### src/rtl/reg_file_32x.sv
// reg_file_32x: 32 x N register file with R0 hardwired to zero, one write port,
// two registered read ports and a sequenced clear engine. Optional macro: REGFILE_BYPASS_EN.

module reg_file_mux32 #(
    parameter int N = 32
) (
    input  logic [32*N-1:0] data_i,
    input  logic [4:0]      sel_i,
    output logic [N-1:0]    data_o
);

    // Pick the N-bit lane addressed by sel_i out of the flattened array
    always_comb begin
        data_o = {N{1'b0}};
        for (int i = 0; i < 32; i++) begin
            if (sel_i == 5'(i)) begin
                data_o = data_i[i*N +: N];
            end else begin
                data_o = data_o;
            end
        end
    end

endmodule

module reg_file_32x #(
    parameter int N = 32
) (
    input  logic         clk,
    input  logic         rst_n,
    input  logic         we_i,
    input  logic [4:0]   waddr_i,
    input  logic [N-1:0] wdata_i,
    input  logic         re_i,
    input  logic [4:0]   raddr_a_i,
    input  logic [4:0]   raddr_b_i,
    output logic [N-1:0] rdata_a_o,
    output logic [N-1:0] rdata_b_o,
    output logic         rvalid_o,
    input  logic         clr_start_i,
    output logic         busy_o
);

    typedef enum logic {
        ST_IDLE  = 1'b0,
        ST_CLEAR = 1'b1
    } state_e;

    state_e            state_q, state_d;
    logic [4:0]        cnt_q, cnt_d;
    logic [31:1][N-1:0] regs_q, regs_d;
    logic [N-1:0]      rdata_a_q, rdata_a_d;
    logic [N-1:0]      rdata_b_q, rdata_b_d;
    logic              rvalid_q;
    logic              busy_q, busy_d;
    logic [N-1:0]      mux_a_s, mux_b_s;
    logic [32*N-1:0]   regs_flat_s;
    logic              wr_en_s;

    // R0 is not stored; its lane in the read mux is a constant zero
    assign regs_flat_s = {regs_q, {N{1'b0}}};

    reg_file_mux32 #(.N(N)) u_mux_a (
        .data_i (regs_flat_s),
        .sel_i  (raddr_a_i),
        .data_o (mux_a_s)
    );

    reg_file_mux32 #(.N(N)) u_mux_b (
        .data_i (regs_flat_s),
        .sel_i  (raddr_b_i),
        .data_o (mux_b_s)
    );

    // A write commits only in IDLE, when no clear is starting, and never to R0
    always_comb begin
        wr_en_s = (state_q == ST_IDLE) && we_i && !clr_start_i && (waddr_i != 5'd0);
    end

    // Clear FSM next state and array update
    always_comb begin
        state_d = state_q;
        cnt_d   = cnt_q;
        regs_d  = regs_q;
        case (state_q)
            ST_IDLE: begin
                if (clr_start_i) begin
                    state_d = ST_CLEAR;
                    cnt_d   = 5'd1;
                end else if (wr_en_s) begin
                    for (int i = 1; i < 32; i++) begin
                        if (waddr_i == 5'(i)) begin
                            regs_d[i] = wdata_i;
                        end else begin
                            regs_d[i] = regs_q[i];
                        end
                    end
                end else begin
                    state_d = ST_IDLE;
                end
            end
            ST_CLEAR: begin
                for (int i = 1; i < 32; i++) begin
                    if (cnt_q == 5'(i)) begin
                        regs_d[i] = {N{1'b0}};
                    end else begin
                        regs_d[i] = regs_q[i];
                    end
                end
                cnt_d = cnt_q + 5'd1;
                if (cnt_q == 5'd31) begin
                    state_d = ST_IDLE;
                end else begin
                    state_d = ST_CLEAR;
                end
            end
            default: begin
                state_d = ST_IDLE;
                cnt_d   = 5'd0;
            end
        endcase
        busy_d = (state_d == ST_CLEAR);
    end

    // Read data capture; holds when re_i is low
    always_comb begin
        rdata_a_d = rdata_a_q;
        rdata_b_d = rdata_b_q;
        if (re_i) begin
            rdata_a_d = mux_a_s;
            rdata_b_d = mux_b_s;
`ifdef REGFILE_BYPASS_EN
            if (wr_en_s && (raddr_a_i == waddr_i)) begin
                rdata_a_d = wdata_i;
            end else begin
                rdata_a_d = mux_a_s;
            end
            if (wr_en_s && (raddr_b_i == waddr_i)) begin
                rdata_b_d = wdata_i;
            end else begin
                rdata_b_d = mux_b_s;
            end
`endif
        end else begin
            rdata_a_d = rdata_a_q;
            rdata_b_d = rdata_b_q;
        end
    end

    // State, array and output registers
    always_ff @(posedge clk or negedge rst_n) begin
        if (!rst_n) begin
            state_q   <= ST_IDLE;
            cnt_q     <= 5'd0;
            regs_q    <= {(31*N){1'b0}};
            rdata_a_q <= {N{1'b0}};
            rdata_b_q <= {N{1'b0}};
            rvalid_q  <= 1'b0;
            busy_q    <= 1'b0;
        end else begin
            state_q   <= state_d;
            cnt_q     <= cnt_d;
            regs_q    <= regs_d;
            rdata_a_q <= rdata_a_d;
            rdata_b_q <= rdata_b_d;
            rvalid_q  <= re_i;
            busy_q    <= busy_d;
        end
    end

    assign rdata_a_o = rdata_a_q;
    assign rdata_b_o = rdata_b_q;
    assign rvalid_o  = rvalid_q;
    assign busy_o    = busy_q;

endmodule
### config.mk
export PLATFORM = sky130hd
export DESIGN_NAME = reg_file_32x
export DESIGN_NICKNAME = d
export VERILOG_FILES = /design/src/rtl/reg_file_32x.sv
export SDC_FILE = /design/constraint.sdc
export NUM_CORES = 2
export LEC_CHECK = 0
export ABC_CLOCK_PERIOD_IN_PS = 3450
export CORE_MARGIN = 4
export CORE_UTILIZATION = 40
export CTS_CLUSTER_DIAMETER = 100
export DETAILED_ROUTE_END_ITERATION = 16
export PLACE_DENSITY = 0.6
export SLEW_MARGIN = 20
export SYNTH_ARGS = -nofsm -noshare
export SYNTH_HDL_FRONTEND = slang
export SYNTH_HIERARCHICAL = 1
export SYNTH_SLANG_ARGS = --single-unit
### constraint.sdc
create_clock -name clk -period 3.45 [get_ports clk]
set_clock_uncertainty 0.15 [all_clocks]
set_input_delay 0.345 -clock clk [delete_from_list [all_inputs] [get_ports clk]]
set_output_delay 0.345 -clock clk [all_outputs]
set_load 0.005 [all_outputs]
Yosys cells after proc, flatten, opt, wreduce, memory -nomap -nowiden. Index checks and enable logic that the tools add are counted.

Bits in registers: 1063. Bits of input ports: 52. Output and inout port bits: 66. Logic and storage cells: 395.

Add/subtract/negate cells: 1. Equal/unequal tests: 189. Mux-type cells: 132. Bitwise gates (word level): 1. Reduce and logical (&&, ||, !) cells: 36.

Operators with widths (number): $mux W32 (124); $mux W992 (2); $pmux W992 S2 (1); $eq A5 B5 Y1 const B (64); $eq A5 B4 Y1 const B (32); $ne A2 B1 Y1 const B (62); $reduce_and A4 Y1 (31); $eq A5 B3 Y1 const B (16); $eq A5 B2 Y1 const B (8); $eq A5 B1 Y1 const B (4); $pmux W5 S2 (1); $ne A2 B2 Y1 const B (3); $add A5 B1 Y5 const B (1); $mux W5 (1); $reduce_bool A5 Y1 (1); $logic_and A1 B1 Y1 (3); $mux W1 (2); $pmux W1 S2 (1); $logic_not A1 Y1 (1); $not A1 Y1 (1).

Longest topological paths before layout.
Depth in word-level cells: 32. Depth in mapped cells: 13. Depth with buffers taken out: 8.

Hierarchy. Netlist, hierarchy kept.

By module, submodules not included: reg_file_32x (times used 1, cells an instance 2502, area an instance 40590.2 µm², seq. area each 26600.5 µm²); reg_file_mux32 (times used 2, cells an instance 1548, area an instance 9705.6 µm², seq. area each 0.0 µm²).

Worst setup path before layout. Ideal clock, no wire load.

Path kind: input -> register. Start point: input port raddr_a_i[1]. End point: register rdata_a_q[10], in the netlist rdata_a_o[10]. Setup time: 125 ps. Data arrival time: 2472 ps. Path slack: 703 ps. Cell stages on the path: 9. Buffers on the path: 6. Cells stage by stage: buf_2 > buf_4 > buf_2 > buf_2 > buf_2 > clkbuf_1 > mux4_2 > a22o_1 > mux2_2.

Word-level cells in the longest chain between the ends: 32. Elaborated cells between the ends (all ways): 62. Those cells by class: 31 x eq/ne; 31 x mux.

Ends and longest elaborated chain: start: declaration (RTL line 35) `input logic [4:0] raddr_a_i,`; $eq A5 B1 Y1 (RTL line 16) `if (sel_i == 5'(i)) begin`; $mux W32 (30 in series) (RTL line 16); $mux W32 * (RTL line 16); named net mux_a_s[10] (RTL line 56) `logic [N-1:0] mux_a_s, mux_b_s;`; end signal: assignment (RTL line 156) `rdata_a_q <= {N{1'b0}};`; end signal: assignment (RTL line 164) `rdata_a_q <= rdata_a_d;`; end: declaration (RTL line 52) `logic [N-1:0] rdata_a_q, rdata_a_d;`.

The timed path passes the listed nets; every way through them passes the cells marked *. A chain may end at the register's enable or synchronous reset.

Worst setup path in the final report.
Start point: register regs_q (netlist bit regs_flat_s[147]). End point: register rdata_a_q[19], in the netlist rdata_a_o[19].

Word-level cells in the longest chain between the ends: 28.

Ends and longest elaborated chain: start: declaration (RTL line 51) `logic [31:1][N-1:0] regs_q, regs_d;`; start signal: assignment (RTL line 155) `regs_q <= {(31*N){1'b0}};`; start signal: assignment (RTL line 163) `regs_q <= regs_d;`; $mux W32 (28 in series) (RTL line 16); named net mux_a_s[19] (RTL line 56).

The timed path passes the listed nets, and every way through them passes these cells.

==> impl_metrics.env <==
export IMPL_hold_path_class="in -> reg"
export IMPL_yosys_top_cells_count="dfrtp_1, mux2_2, a21oi_1, o21ai_0, nor2_1"
export IMPL_yosysTopAreaCell="dfrtp_1"
export IMPL_max_freq_mhz=341
export IMPL_die_area_um2=156000
export IMPL_rows=141
export IMPL_slowest_stage="or4_1"
export IMPL_insertion_delay_ps=780
export IMPL_yosys_cell_count_top_type="dfrtp_1"
export IMPL_yosys_top_cells_area="dfrtp_1, mux2_2, a21oi_1, o21ai_0, mux2i_1"
export IMPL_cts_htree_levels=3
export IMPL_clockBufferDepth=3
export IMPL_worst_path_max_fanout=5
export IMPL_start_kind="register"
export IMPL_wl_per_cell_um=31.2
export IMPL_endpoint_kind="register"
export IMPL_yosysSeqAreaShare=0.443
export IMPL_yosysWarnings=6
export IMPL_clock_sinks=1063
export IMPL_placed_area_um2=66100
export IMPL_worstPathCellList="mux2i_1 > o221ai_1 > o2111ai_1 > a21oi_1 > a221oi_1 > buf_4 > nor3_1 > or4_1 > mux2_2"
export IMPL_rsz0062_at_grt="false"
export IMPL_setup_viol=0
export IMPL_postRouteAntennaNets=0
export IMPL_hold_ws_ps=158
export IMPL_fin_crit_sh=0.851
export IMPL_fin_area_um2=70200
export IMPL_synth_seq_cells=1063
export IMPL_ioPinCount=118
export IMPL_syn_inst=5598
export IMPL_die_x_um=395
export IMPL_max_slew_margin_rel=0.150
export IMPL_worst_ep_required_time_ps=3950
export IMPL_place_congestion=0.930
export IMPL_tightestPinTransition_ps=1280
export IMPL_portBuffers=117
export IMPL_status="complete, no violations"
export IMPL_initial_utilization=0.404
export IMPL_synth_main_ff_cell="dfrtp_1"
export IMPL_drt_pass1_iterations=7
export IMPL_drc=0
export IMPL_core_area_um2=148000
export IMPL_grt_pass1_vias=50700
export IMPL_via_per_inst=6.58
export IMPL_grt_pass1_wl_um=357000
export IMPL_synth_edf_count=0
export IMPL_routed_via_count=51800
export IMPL_drt_wl_total_um=246000
export IMPL_overflow=0
export IMPL_synth_cell_types=83
export IMPL_peakVddDrop_v=0.000507
export IMPL_period_minus_slack_ps=2930
export IMPL_syn_area_per_cell_um2=10.7
export IMPL_syn_cell_area_um2=60000
export IMPL_post_cts_setup_buffer_count=0
export IMPL_grt_max_degree=132
export IMPL_async_flop_share=1.00
export IMPL_hold_viol=0
export IMPL_numCtsBuffers=116
export IMPL_cellLeakagePower_nw=31.4
export IMPL_drive_gt1_frac=0.318
export IMPL_final_nets=5831
export IMPL_totalPowerFinal_mw=46.9
export IMPL_fin_ws_ps=515
export IMPL_root_buffer="clkbuf_16"
export IMPL_cts_hold_buf=4
export IMPL_cts_tree="done"
export IMPL_dp_slack_ps=-132
export IMPL_final_setup_tns_ps=0
export IMPL_clkTransAtPathRegs_ps=60
export IMPL_die_y_um=395
export IMPL_p_per_area_nw_per_um2=668
export IMPL_place_hpwl_um=162000
export IMPL_cp_slowest_stage_delay_ps=530
export IMPL_worstSetupPathType="reg -> reg"
export IMPL_arrival_ps=3430
export IMPL_syn_to_final_growth_pct=17.0
export IMPL_drtIter0Drc=6001
export IMPL_synth_top_area_frac=0.443
export IMPL_drv_slew=0
export IMPL_max_cap_viol_count=0
export IMPL_antenna_found_initial=4
export IMPL_post_cts_resize_count=0
export IMPL_track_usage=0.304
-- stage by stage --
step           instances   util
6_report            7871  0.473
5_1_grt             7871  0.473
4_1_cts             7870  0.473
3_5_place_dp        7653  0.445
3_3_place_gp        7652  0.445
2_1_floorplan       5661      -
-- state kept, by name, summed over array words and instances (netlist names) --
name	flops
regs_flat_s	992
rdata_a_o	32
rdata_b_o	32
cnt_q	5
busy_o	1
rvalid_o	1
-- power by group --
group | switching (mW) | internal (mW)
clock | 5.57 | 7.97
sequential | 3.53 | 16.8
combinational | 6.27 | 6.77
-- worst max-delay path, delay by kind of cell (launching register included) --
kind	cells	cell delay [ps]
multiplexers	2	470
buffers and inverters	1	190
AND/OR/NAND/NOR	2	630
AO/OA/AOI/OAI	4	930
flip-flops	1	450
-- cells by family (layout without fill, tap and decap cells) --
logic type                 count (synthesis)  count (layout)  share of synthesized area
AOI/OAI and AO/OA                       1745            1745                      0.192
muxes                                   1274            1274                      0.245
DFF                                     1063            1063                      0.443
and+or+nand+nor                          900             900                     0.0733
buffers and inverters                    607             814                     0.0448
adders and majority gates                  6               6                    0.00125
xor gates and xnor gates                   2               2                   0.000292
other                                      1              65                  0.0000625
-- cell usage in the layout (no fill, tap or decap), drive strengths merged, types with 24 or more instances in the layout --
cell type	count
mux2	1082
dfrtp	1063
buf	463
a21oi	395
o21ai	357
nor2	327
nand2	223
o22ai	208
clkbuf	171
mux2i	156
o221ai	156
clkdlybuf4s50	105
nor2b	96
a22o	92
a31oi	90
a211oi	76
a22oi	75
nor3	75
conb	64
nand2b	46
a221oi	44
o2111ai	40
mux4	36
inv	29
a21boi	26
o32a	25
o211ai	24
or4	24
a21o	24
-- path summary, 6_finish.rpt --
kind,startpoint,end,slack [ps],cells past startpoint
max,regs_flat_s[147]$_DFFE_PN0P_,rdata_a_o[19]$_DFFE_PN0P_,520,9
min,clr_start_i,cnt_q[1]$_DFFE_PN0P_,160,2
max reg2reg,regs_flat_s[147]$_DFFE_PN0P_,rdata_a_o[19]$_DFFE_PN0P_,520,9
min reg2reg,rdata_b_o[26]$_DFFE_PN0P_,rdata_b_o[26]$_DFFE_PN0P_,360,1
max in group asynchronous,rst_n,regs_flat_s[133]$_DFFE_PN0P_,1030,4
min in group asynchronous,rst_n,regs_flat_s[32]$_DFFE_PN0P_,500,3
-- routing by layer --
metal	up-vias	track usage	share of wire
met4	0	0.172	0.071
met5	-	0	0
met3	793	0.0538	0.088
met2	3043	0.470	0.44
met1	26400	0.404	0.40
li1	21500	-	-
-- final cells by class --
type,instances,area (um^2)
Fill cell,13700,78200
Multi-Input combinational cell,3991,31200
Antenna cell,1,2.50
Timing Repair Buffer,572,5710
Inverter,29,111
Clock buffer,171,3380
Sequential cell,1063,26600
Tap cell,2002,2500
Clock inverter,42,703
(Power assumes the default switching activity.)
